===== src/rtl/divu128by64_seq_if.sv =====
// Handshake and operand/result bundle for the sequential unsigned divider.
// The master drives the operands and the start pulse. The slave returns the results and flags.
interface divu128by64_seq_if #(
    parameter int unsigned WID = 64
);
    logic               ce;
    logic               ld;
    logic [2*WID-1:0]   a;
    logic [WID-1:0]     b;
    logic [WID-1:0]     q;
    logic [WID-1:0]     r;
    logic               busy;
    logic               done;
    logic               dbz;
    logic               ovf;

    modport master (
        output ce, ld, a, b,
        input  q, r, busy, done, dbz, ovf
    );

    modport slave (
        input  ce, ld, a, b,
        output q, r, busy, done, dbz, ovf
    );
endinterface


===== src/rtl/divu128by64_seq.sv =====
// Radix-2 restoring unsigned divider: 2*WID-bit dividend / WID-bit divisor.
// It produces one quotient bit per enabled cycle, and a new ld restarts the divider from any state.
module divu128by64_seq #(
    parameter int unsigned WID = 64
) (
    input logic               clk,
    input logic               rst,
    divu128by64_seq_if.slave  bus
);
    localparam int unsigned CntW = $clog2(WID + 1);

    typedef enum logic [1:0] {StIdle, StDivide, StDone} state_e;

    state_e          state_q, state_d;
    logic [WID-1:0]  ph_q, ph_d;
    logic [WID-1:0]  pl_q, pl_d;
    logic [WID-1:0]  b_q, b_d;
    logic [CntW-1:0] cnt_q, cnt_d;
    logic [WID-1:0]  q_q, q_d;
    logic [WID-1:0]  r_q, r_d;
    logic            done_q, done_d;
    logic            dbz_q, dbz_d;
    logic            ovf_q, ovf_d;

    // Partial remainder is kept one bit wider so the shifted-out MSB is never lost.
    logic [WID:0]    t;
    logic [WID:0]    diff;
    logic            qbit;
    logic [WID-1:0]  ph_nxt;
    logic [WID-1:0]  pl_nxt;

    always_comb begin
        t      = {ph_q, pl_q[WID-1]};
        diff   = t - {1'b0, b_q};
        qbit   = (t >= {1'b0, b_q});
        ph_nxt = qbit ? diff[WID-1:0] : t[WID-1:0];
        pl_nxt = {pl_q[WID-2:0], qbit};
    end

    always_comb begin
        state_d = state_q;
        ph_d    = ph_q;
        pl_d    = pl_q;
        b_d     = b_q;
        cnt_d   = cnt_q;
        q_d     = q_q;
        r_d     = r_q;
        done_d  = done_q;
        dbz_d   = dbz_q;
        ovf_d   = ovf_q;

        if (bus.ld) begin
            done_d = 1'b0;
            dbz_d  = 1'b0;
            ovf_d  = 1'b0;
            if (bus.b == '0) begin
                state_d = StDone;
                done_d  = 1'b1;
                dbz_d   = 1'b1;
                q_d     = '1;
                r_d     = bus.a[WID-1:0];
            end else if (bus.a[2*WID-1:WID] >= bus.b) begin
                state_d = StDone;
                done_d  = 1'b1;
                ovf_d   = 1'b1;
                q_d     = '1;
                r_d     = '0;
            end else begin
                state_d = StDivide;
                ph_d    = bus.a[2*WID-1:WID];
                pl_d    = bus.a[WID-1:0];
                b_d     = bus.b;
                cnt_d   = CntW'(WID);
            end
        end else if (state_q == StDivide) begin
            ph_d  = ph_nxt;
            pl_d  = pl_nxt;
            cnt_d = cnt_q - CntW'(1);
            if (cnt_q == CntW'(1)) begin
                state_d = StDone;
                q_d     = pl_nxt;
                r_d     = ph_nxt;
                done_d  = 1'b1;
            end
        end
    end

    always_ff @(posedge clk or posedge rst) begin
        if (rst) begin
            state_q <= StIdle;
            ph_q    <= '0;
            pl_q    <= '0;
            b_q     <= '0;
            cnt_q   <= '0;
            q_q     <= '0;
            r_q     <= '0;
            done_q  <= 1'b0;
            dbz_q   <= 1'b0;
            ovf_q   <= 1'b0;
        end else if (bus.ce) begin
            state_q <= state_d;
            ph_q    <= ph_d;
            pl_q    <= pl_d;
            b_q     <= b_d;
            cnt_q   <= cnt_d;
            q_q     <= q_d;
            r_q     <= r_d;
            done_q  <= done_d;
            dbz_q   <= dbz_d;
            ovf_q   <= ovf_d;
        end
    end

    assign bus.q    = q_q;
    assign bus.r    = r_q;
    assign bus.busy = (state_q == StDivide);
    assign bus.done = done_q;
    assign bus.dbz  = dbz_q;
    assign bus.ovf  = ovf_q;
endmodule


===== src/flat_wrapper.sv =====
// flat-port wrapper written by rule: the top's interface ports become plain ports
module divu128by64_seq_flat 
#(
    parameter int unsigned WID = 64
)
  (clk, rst, bus_ce, bus_ld, bus_a, bus_b, bus_q, bus_r, bus_busy, bus_done, bus_dbz, bus_ovf);
  divu128by64_seq_if #(.WID(WID)) bus_i ();
  input logic clk;
  input logic rst;
  input wire logic [$bits(bus_i.ce)-1:0] bus_ce;
  input wire logic [$bits(bus_i.ld)-1:0] bus_ld;
  input wire logic [$bits(bus_i.a)-1:0] bus_a;
  input wire logic [$bits(bus_i.b)-1:0] bus_b;
  output wire logic [$bits(bus_i.q)-1:0] bus_q;
  output wire logic [$bits(bus_i.r)-1:0] bus_r;
  output wire logic [$bits(bus_i.busy)-1:0] bus_busy;
  output wire logic [$bits(bus_i.done)-1:0] bus_done;
  output wire logic [$bits(bus_i.dbz)-1:0] bus_dbz;
  output wire logic [$bits(bus_i.ovf)-1:0] bus_ovf;
  assign bus_i.ce = bus_ce;
  assign bus_i.ld = bus_ld;
  assign bus_i.a = bus_a;
  assign bus_i.b = bus_b;
  assign bus_q = bus_i.q;
  assign bus_r = bus_i.r;
  assign bus_busy = bus_i.busy;
  assign bus_done = bus_i.done;
  assign bus_dbz = bus_i.dbz;
  assign bus_ovf = bus_i.ovf;
  divu128by64_seq #(.WID(WID)) u_core (.clk(clk), .rst(rst), .bus(bus_i));
endmodule

===== config.mk =====
export PLATFORM = sky130hd
export DESIGN_NAME = divu128by64_seq_flat
export DESIGN_NICKNAME = d
export VERILOG_FILES = /design/src/rtl/divu128by64_seq_if.sv /design/src/rtl/divu128by64_seq.sv /design/src/flat_wrapper.sv
export SDC_FILE = /design/constraint.sdc
export NUM_CORES = 1
export LEC_CHECK = 0
export ABC_AREA = 0
export BUFFER_PORTS_ARGS = -buffer_cell sky130_fd_sc_hd__buf_2
export CORE_MARGIN = 2
export CORE_UTILIZATION = 40
export DETAILED_ROUTE_END_ITERATION = 6
export MAX_ROUTING_LAYER = met4
export PLACE_DENSITY_LB_ADDON = 0.1
export SLEW_MARGIN = 15
export SYNTH_ARGS = -nofsm -noshare
export SYNTH_HDL_FRONTEND = slang
export SYNTH_SLANG_ARGS = --single-unit

===== constraint.sdc =====
create_clock -name clk -period 10.6 [get_ports clk]
set_input_delay 0.53 -clock clk [delete_from_list [all_inputs] [get_ports clk]]
set_output_delay 0.53 -clock clk [all_outputs]
set_load 0.02 [all_outputs]

; Word level (Yosys, flattened, before mapping)
; Index checks and enable logic that the tools add are counted.
[totals]
regBits = 332
latchBits = 0
ram_bits = 0
mem_bits_ro = 0
input_bits = 196
output_inout_bits = 132
wordCells = 64
mem_count = 0
[classes]
add_sub_neg = 2
n_mul = 0
n_div = 0
magnitude_cmp = 2
n_eq_ne = 5
shift = 0
n_mux = 35
n_bitwise = 2
reduce_logical = 8
[op_table]
columns = cell, count
row1 = 64-bit two-way mux, 19
row2 = 65-bit by 64-bit greater-or-equal comparator with 1-bit output, 1
row3 = 64-bit greater-or-equal comparator, 1
row4 = 64-bit zero test, 1
row5 = 64-bit subtractor, 1
row6 = 7-bit two-way mux, 4
row7 = 4-bit AND reduction, 3
row8 = 2-bit two-way mux, 5
row9 = 7-bit by 1-bit equality test with 1-bit output (second input constant), 1
row10 = 1-bit two-way mux, 7
row11 = 7-bit by 1-bit subtractor with 7-bit output (second input constant), 1
row12 = 2-bit != test (second input constant), 2
row13 = 2-bit nonzero test, 2
row14 = 3-bit by 1-bit != test with 1-bit output (second input constant), 1
row15 = 3-bit AND reduction, 1
row16 = 2-bit by 1-bit equality test with 1-bit output (second input constant), 1
row17 = 1-bit inverter, 2
row18 = 2-bit AND reduction, 1

; Depth between registers and ports, before layout
; Gate-level depths: netlist of the first run.
[logic_depth]
word_depth = 5
ltp_mapped = 15
depth_no_buf = 14

; Least setup slack after synthesis of the first run
; OpenSTA, ideal clock, no wires.
[synth_path]
path_kind = input to register
start = input port bus_b[58]
end = register u_core.r_q[12] (netlist: u_core.bus.r[12])
setup_time_ns = 0.125
arrival_time_ns = 2.975
required_ns = 10.475
path_slack_ns = 7.500
cell_stages = 11
n_path_buf = 1
cell_sequence = inv_1 ha_1 and4_1 or4b_1 nor2_1 and4b_1 o31ai_4 nor3b_4 a21oi_4 buf_2 mux2_2
[synth_via]
elab_chain_len = 3
word_cells_on_any_way = 6
cone_classes = order compare (1) / eq/ne (1) / mux (2) / reduce/logical (2)
[synth_lines]
columns = element, line_no
row1 = start: declaration, flat_wrapper.sv:13  ; input wire logic [$bits(bus_i.b)-1:0] bus_b;
row2 = 64-bit greater-or-equal comparator / 64-bit zero test (equally long branches), "divu128by64_seq.sv:62, divu128by64_seq.sv:56"
row3 = 3-bit by 1-bit != test with 1-bit output (no line) / 64-bit two-way mux (equally long branches), --
row4 = 4-bit AND reduction (no line) / 64-bit two-way mux (equally long branches), --
row5 = end signal: assignment, divu128by64_seq.sv:107  ; r_q <= r_d;
row6 = end: declaration, divu128by64_seq.sv:20  ; logic [WID-1:0] r_q, r_d;
; Parallel ways exist; a longest one is shown, timed or not.
; A chain may end at the register's enable or synchronous reset.

; Final worst setup path of the first run
[layout_path]
start = input port bus_b[1]
end = register u_core.ph_q[38]
[layout_via]
elab_chain_len = 3
word_cells_on_any_way = 5
cone_classes = order compare (1) / eq/ne (2) / reduce/logical (2)
[layout_lines]
columns = element, line_no
row1 = 64-bit greater-or-equal comparator / 64-bit zero test (equally long branches), "divu128by64_seq.sv:62, divu128by64_seq.sv:56"
row2 = 2-bit != test (no line), --
row3 = 4-bit AND reduction (no line) *, --
row4 = end signal: assignment, divu128by64_seq.sv:102  ; ph_q <= ph_d;
row5 = end: declaration, divu128by64_seq.sv:15  ; logic [WID-1:0] ph_q, ph_d;
; Mark *: on every way between the ends. The rest lies on a longest branch, timed or not.

==> results of run 1 <==
[state kept, by name (all words and copies together), names as in the netlist]
name and flops:
u_core.b_q 64, u_core.bus.dbz 1, u_core.bus.ovf 1, u_core.bus.q 64, u_core.bus.r 64, u_core.cnt_q 7
u_core.ph_q 64, u_core.pl_q 64, u_core.state_q 2
[power by group]
part | switching [W] | internal, W
Sequential | 0.000353 | 0.00168
Combinational | 0.00242 | 0.00135
Clock | 0.000559 | 0.000766
[cell usage in the layout, fill, tap and decap left out, types with 46 or more instances in the layout]
| cell | synthesis | routed |
|---|---|---|
| inv_1 | 148 | 147 |
| mux2i_1 | 69 | 69 |
| a21oi_1 | 151 | 150 |
| a21o_1 | 46 | 46 |
| nand2_1 | 254 | 253 |
| buf_2 | 52 | 326 |
| nor3_1 | 52 | 51 |
| o21ai_0 | 190 | 190 |
| ha_1 | 130 | 130 |
| dfrtp_1 | 331 | 331 |
| o22a_1 | 53 | 53 |
| nor2_1 | 136 | 135 |
[per-stage QoR]
step | hold slack [ns] | worst slack (ns)
floorplan | 0.439 | 0.902
global placement | 0.465 | 4.79
detailed placement | 0.470 | 5.24
CTS | 0.182 | 5.79
global route | 0.216 | 5.44
finish | 0.138 | 5.82
[cell type report]
| cell class | count | area [um^2] |
|---|---|---|
| Fill cell | 4973 | 26500 |
| Multi-Input combinational cell | 1630 | 10800 |
| Sequential cell | 331 | 8280 |
| Timing Repair Buffer | 348 | 1830 |
| Clock buffer | 63 | 1150 |
| Tap cell | 672 | 841 |
| Inverter | 148 | 563 |
| Clock inverter | 7 | 77.6 |
| Antenna cell | 3 | 7.51 |
[logic make-up after synthesis]
group | after synthesis | share of synthesized area [%]
multiplexers | 77 | 3.86
AO/OA/AOI/OAI | 741 | 24.4
adder cells (fa/ha/maj) | 131 | 8.15
buffers and inverters | 291 | 5.80
XOR/XNOR | 61 | 2.64
AND/OR/NAND/NOR | 620 | 14.2
flip-flops | 331 | 41.0
[routing by layer]
layer / vias to the layer above / share of wire [%]
li1: 8688 / -
met1: 9007 / 42
met2: 609 / 46
met3: 138 / 6.0
met4: 0 / 5.1
met5: - / 0
[path summary, 6_finish.rpt]
check / slack (ns) / end / start
setup / recovery: 5.82 / u_core.ph_q[38]$_DFFE_PP0P_ / bus_b[1]
min in group clk: 0.20 / u_core.ph_q[55]$_DFFE_PP0P_ / bus_a[119]
hold reg to reg: 0.48 / u_core.b_q[11]$_DFFE_PP0P_ / u_core.b_q[11]$_DFFE_PP0P_
setup reg to reg: 5.87 / u_core.bus.r[35]$_DFFE_PP0P_ / u_core.ph_q[45]$_DFFE_PP0P_
max in group asynchronous: 8.97 / u_core.ph_q[24]$_DFFE_PP0P_ / rst
hold / removal: 0.14 / u_core.ph_q[55]$_DFFE_PP0P_ / rst
==> flow_summary.toml, run 1 <==
[outcome]
run_status = "completed"

[finish]
finish.utilization_pct = 47.1
layout-drive-gt1-share_pct = 17.5
finalInstanceArea_um2 = 23600
nets = 2826
areaGrowthSynthToFinish_pct = 16.6
final_cell_count_no_fill = 3202

[clock_network]
cts_root_buf = "clkbuf_16"
cts.reportedPaths.clkPinSlew_ns = 0.06
clk_latency_ns = 0.57
htreeDepth = 2
cts.sinks = 331
ctsResizeCount = 0
cts_tree = "done"
cts_setup_buffers = 0
cts_made_buffers = 40
clockBufferDepth = 3
ctsHoldBuffers = 0

[timing]
fin_crit_sh_pct = 45.1
fin_worst_skew_ns = 0.0163
slew_headroom_pct = 23.0
finalSetupViolCount = 0
hold_viol = 0
drv_slew = 0
fin_crit_ns = 4.78
timing.fmax_mhz = 209
rsz0062_at_grt = "false"
max_slew.worst_pin.slew_ns = 1.16
fin_setup_tns_ns = 0

[synth]
synth_fp_nets = 2579
synth_area_um2 = 20200
ys_warn_count = 0
ys_top_cells_by_count = "331 x dfrtp_1, 254 x nand2_1, 190 x o21ai_0, 151 x a21oi_1, 148 x inv_1"
synth.area.top_cells = "dfrtp_1 41%, ha_1 8.0%, nand2_1 4.7%, o21ai_0 4.7%, a21oi_1 3.7%"
ys_seq_area_share_pct = 41.0
ys_types = 86
syn_avg_cell_area_um2 = 8.98
synth_cells = 2252
yosys.area.top_type = "dfrtp_1"
synth_most_common_cell = "dfrtp_1"
synth_ff_type = "dfrtp_1"
synthArstFlopShare_pct = 100
synth_edf_count = 0
synth_seq_cells = 331
synth_top_area_share_pct = 41.0

[global_route]
grt_pass1_wl_um = 114000
busiest_layer = "met2"
met2_usage_pct = 46.1
grt_util_all_layers_pct = 29.3
antenna_found_initial = 4
overflow = 0
grt_max_degree = 148
grtUsageMet3_pct = 4.24
grt_pass1_vias = 18200
grtUsageMet1_pct = 37.1

[die]
die_area_um2 = 52300
die_width_um = 229
num_rows = 82
coreArea_um2 = 50100
start_util_pct = 40.4
fp.dieH_um = 229
io_pins = 328

[placement]
port_buffers = 327
dpl.hpwl_um = 57600
dp_cells = 3129
place_congestion = 0.952
place_area_um2 = 22300

[setup_path]
cpMostUsedCell = "buf_4"
slowest_delay_ns = 0.85
crit_path_cell_trace = "buf_2 -> nor4_2 -> nand4_1 -> nor4_4 -> buf_4 -> nor3b_2 -> a21boi_4 -> buf_4 -> buf_4 -> o21ai_0 -> a221o_1"
end_kind = "register"
critical_path.top_delay_family = "buffers and inverters"
cp-start-kind = "primary input"
crit_slowest_cell = "buf_4"
cp.required_ns = 11.05
critPathArrivalTime_ns = 5.23
crit_cells = 11
crit_path_max_fanout = 95
r2r_cells = 12
worstSetupPathType = "in2reg"
path_buf_inv = 4

[pwr]
design_power_total_w = 0.00712
leakage_nw = 10.9
vdd_drop_max_v = 0.000168
powerDensity_nw_per_um2 = 302

[route]
num_vias = 18400
wl_per_cell_um = 23.5
ant_nets = 0
post_drt_via_cell_ratio = 5.76
dr.pass1.iters = 6
wirelength_um = 75400
drc = 0
drt-initial-drc-count = 1425

[min_path]
hold_path.class = "in2async"

[run]
cap_violations = 0
Note: power is estimated with default switching activity, not from simulation.
==> run 2: changes to the inputs <==
clock period = 4.15 ns   (was 10.6 ns; I/O delays follow)
==> run 2 against run 1 <==
Effect of this change: the run now ends with negative hold slack left; non-clock buffer count grew 272; register-to-register slack got worse by 5.6 ns; final area is 11% higher; combinational power increased to 2.8 times the previous value; clock-buffer cell count decreased by 7; power grew to 2.7 times the previous value; final cell count up 8.2%; utilization rose by 5.2 points; worst hold slack lost 0.15 ns; first-iteration DRC count up 12%; die area unchanged; critical endpoint is now u_core.bus.r[44]$_DFFE_PP0P_; largest power group unchanged.
==> flow_summary.toml, run 2 (synthesis results as in run 1) <==
[timing]
finalSetupViolCount = 0
timing.fmax_mhz = 252
slew_headroom_pct = 29.9
drv_slew = 0
timing.hold.ws_ns = -0.00775
fin_crit_sh_pct = 95.6
setup_slack_ns = 0.184
fin_worst_skew_ns = 0.0244
max_slew.worst_pin.slew_ns = 1.05
fin_crit_ns = 3.97
hold_viol = 1
rsz0062_at_grt = "false"

[run]
cap_violations = 0

[finish]
finalInstanceArea_um2 = 26200
layout-drive-gt1-share_pct = 19.3
num-fill-cells = 4781
finish.utilization_pct = 52.2
nets = 3098
final_cell_mix = "331 x dfrtp_1, 326 x buf_2, 253 x nand2_1, 190 x o21ai_0, 170 x dlygate4sd3_1"
multiInputGateArea_um2 = 10800
areaGrowthSynthToFinish_pct = 29.4
final_common_cell = "dfrtp_1"
seq_area_um2 = 8280

[clock_network]
clk_latency_ns = 0.58
cts.reportedPaths.clkPinSlew_ns = 0.05
cts_setup_buffers = 0
htreeDepth = 2
ctsResizeCount = 0
clockBufferDepth = 3
cts_tree = "done"
cts.sinks = 331
cts_root_buf = "clkbuf_16"
ctsHoldBuffers = 170
cts_made_buffers = 40

[die]
start_util_pct = 40.4
coreArea_um2 = 50100
fp.dieH_um = 229
die_area_um2 = 52300
num_rows = 82
die_width_um = 229
io_pins = 328

[global_route]
grt_pass1_wl_um = 123000
grt_util_all_layers_pct = 31.6
grt_max_degree = 107
antenna_found_initial = 2
grt_pass1_vias = 19800
overflow = 0

[min_path]
min_to = "u_core.b_q[40]$_DFFE_PP0P_"
hold_path.class = "in2reg"
min-delay-start = "bus_b[40]"
worstHoldPathCells = 3

[placement]
pre_cts_slack_ns = 0.165
place_congestion = 0.959
dpl.hpwl_um = 62000
place_area_um2 = 23200
port_buffers = 327

[route]
num_vias = 19600
wirelength_um = 80800
ant_nets = 0
post_drt_via_cell_ratio = 5.67
wl_per_cell_um = 23.3
drc = 0
drt-initial-drc-count = 1592
dr.pass1.iters = 6

[pwr]
vdd_drop_max_v = 0.000368
design_power_total_w = 0.0191
powerDensity_nw_per_um2 = 732
leakage_nw = 12.2

[outcome]
violations = "negative hold slack"
run_status = "finished, violations left"

[setup_path]
worstSetupStartpoint = "bus_b[58]"
critPathArrivalTime_ns = 4.38
cp-start-kind = "primary input"
worstReg2RegEnd = "u_core.bus.r[36]$_DFFE_PP0P_"
end_kind = "register"
cp.required_ns = 4.56
r2r_slack_ns = 0.23
crit_path_max_fanout = 10
r2r_cells = 14
r2r-start = "u_core.pl_q[63]$_DFFE_PP0P_"
worstSetupPathType = "in2reg"
==> run 2: changes by cell type in the layout (fill, tap and decap cells not counted), moves of 5 or more <==
cell / change
dlygate4sd3_1: +170
clkbuf_1: -5
nor4_2: -5
nor4_1: +5
buf_12: +15
buf_4: +87
==> run 2: worst max-delay path by stage <==
| stage | endpoint | slack [ns] | cells after the start |
|---|---|---|---|
| after global routing | u_core.bus.r[49]$_DFFE_PP0P_ | 0.03 | 12 |
| after global placement | u_core.bus.r[44]$_DFFE_PP0P_ | 0.22 | 13 |
| final | u_core.bus.r[44]$_DFFE_PP0P_ | 0.18 | 14 |
| after CTS | u_core.bus.r[44]$_DFFE_PP0P_ | 0.18 | 14 |
| after floorplan | u_core.b_q[0]$_DFFE_PP0P_ | -0.48 | 1 |
| after detailed placement | u_core.bus.r[44]$_DFFE_PP0P_ | 0.17 | 13 |
==> run 2: stage by stage <==
step / cells / setup TNS, ns
after global placement: 3231 / 0
after detailed placement: 3231 / 0
after global routing: 3466 / 0
after floorplan: 2252 / -158.27
final: 3466 / 0
after CTS: 3465 / 0
==> run 2: critical path, stage by stage <==
cell and delay (ns):
dlygate4sd3_1 0.53, buf_2 0.18, inv_1 0.08, ha_1 0.30, and4_1 0.22, or4b_1 0.54
nor2_1 0.49, and4b_1 0.44, o31ai_4 0.15, nor3b_4 0.22, a21o_1 0.20, buf_4 0.19
a31oi_1 0.45, a31oi_1 0.17
==> run 2: final cells by class <==
class,count,area share (%)
multi-input cells,1630,41.2
flip-flops and latches,331,31.7
repair buffers,620,17.1
clock buffers,56,4.21
well taps,672,3.21
inverters,148,2.14
clock inverters,8,0.402
diodes,1,0.00957
==> run 2: per-layer routing <==
layer  GRT usage [%]  routed length (um)
met2            49.9               37600
met1            39.6               33900
met3            4.49                4610
met5               -                   0
met4            15.9                4630
==> run 2: power breakdown <==
part | internal (W) | total (W) | switching, W
combinational | 0.00411 | 0.0106 | 0.00647
sequential | 0.00428 | 0.00516 | 0.000880
clock | 0.00196 | 0.00339 | 0.00143
total | 0.0104 | 0.0191 | 0.00878
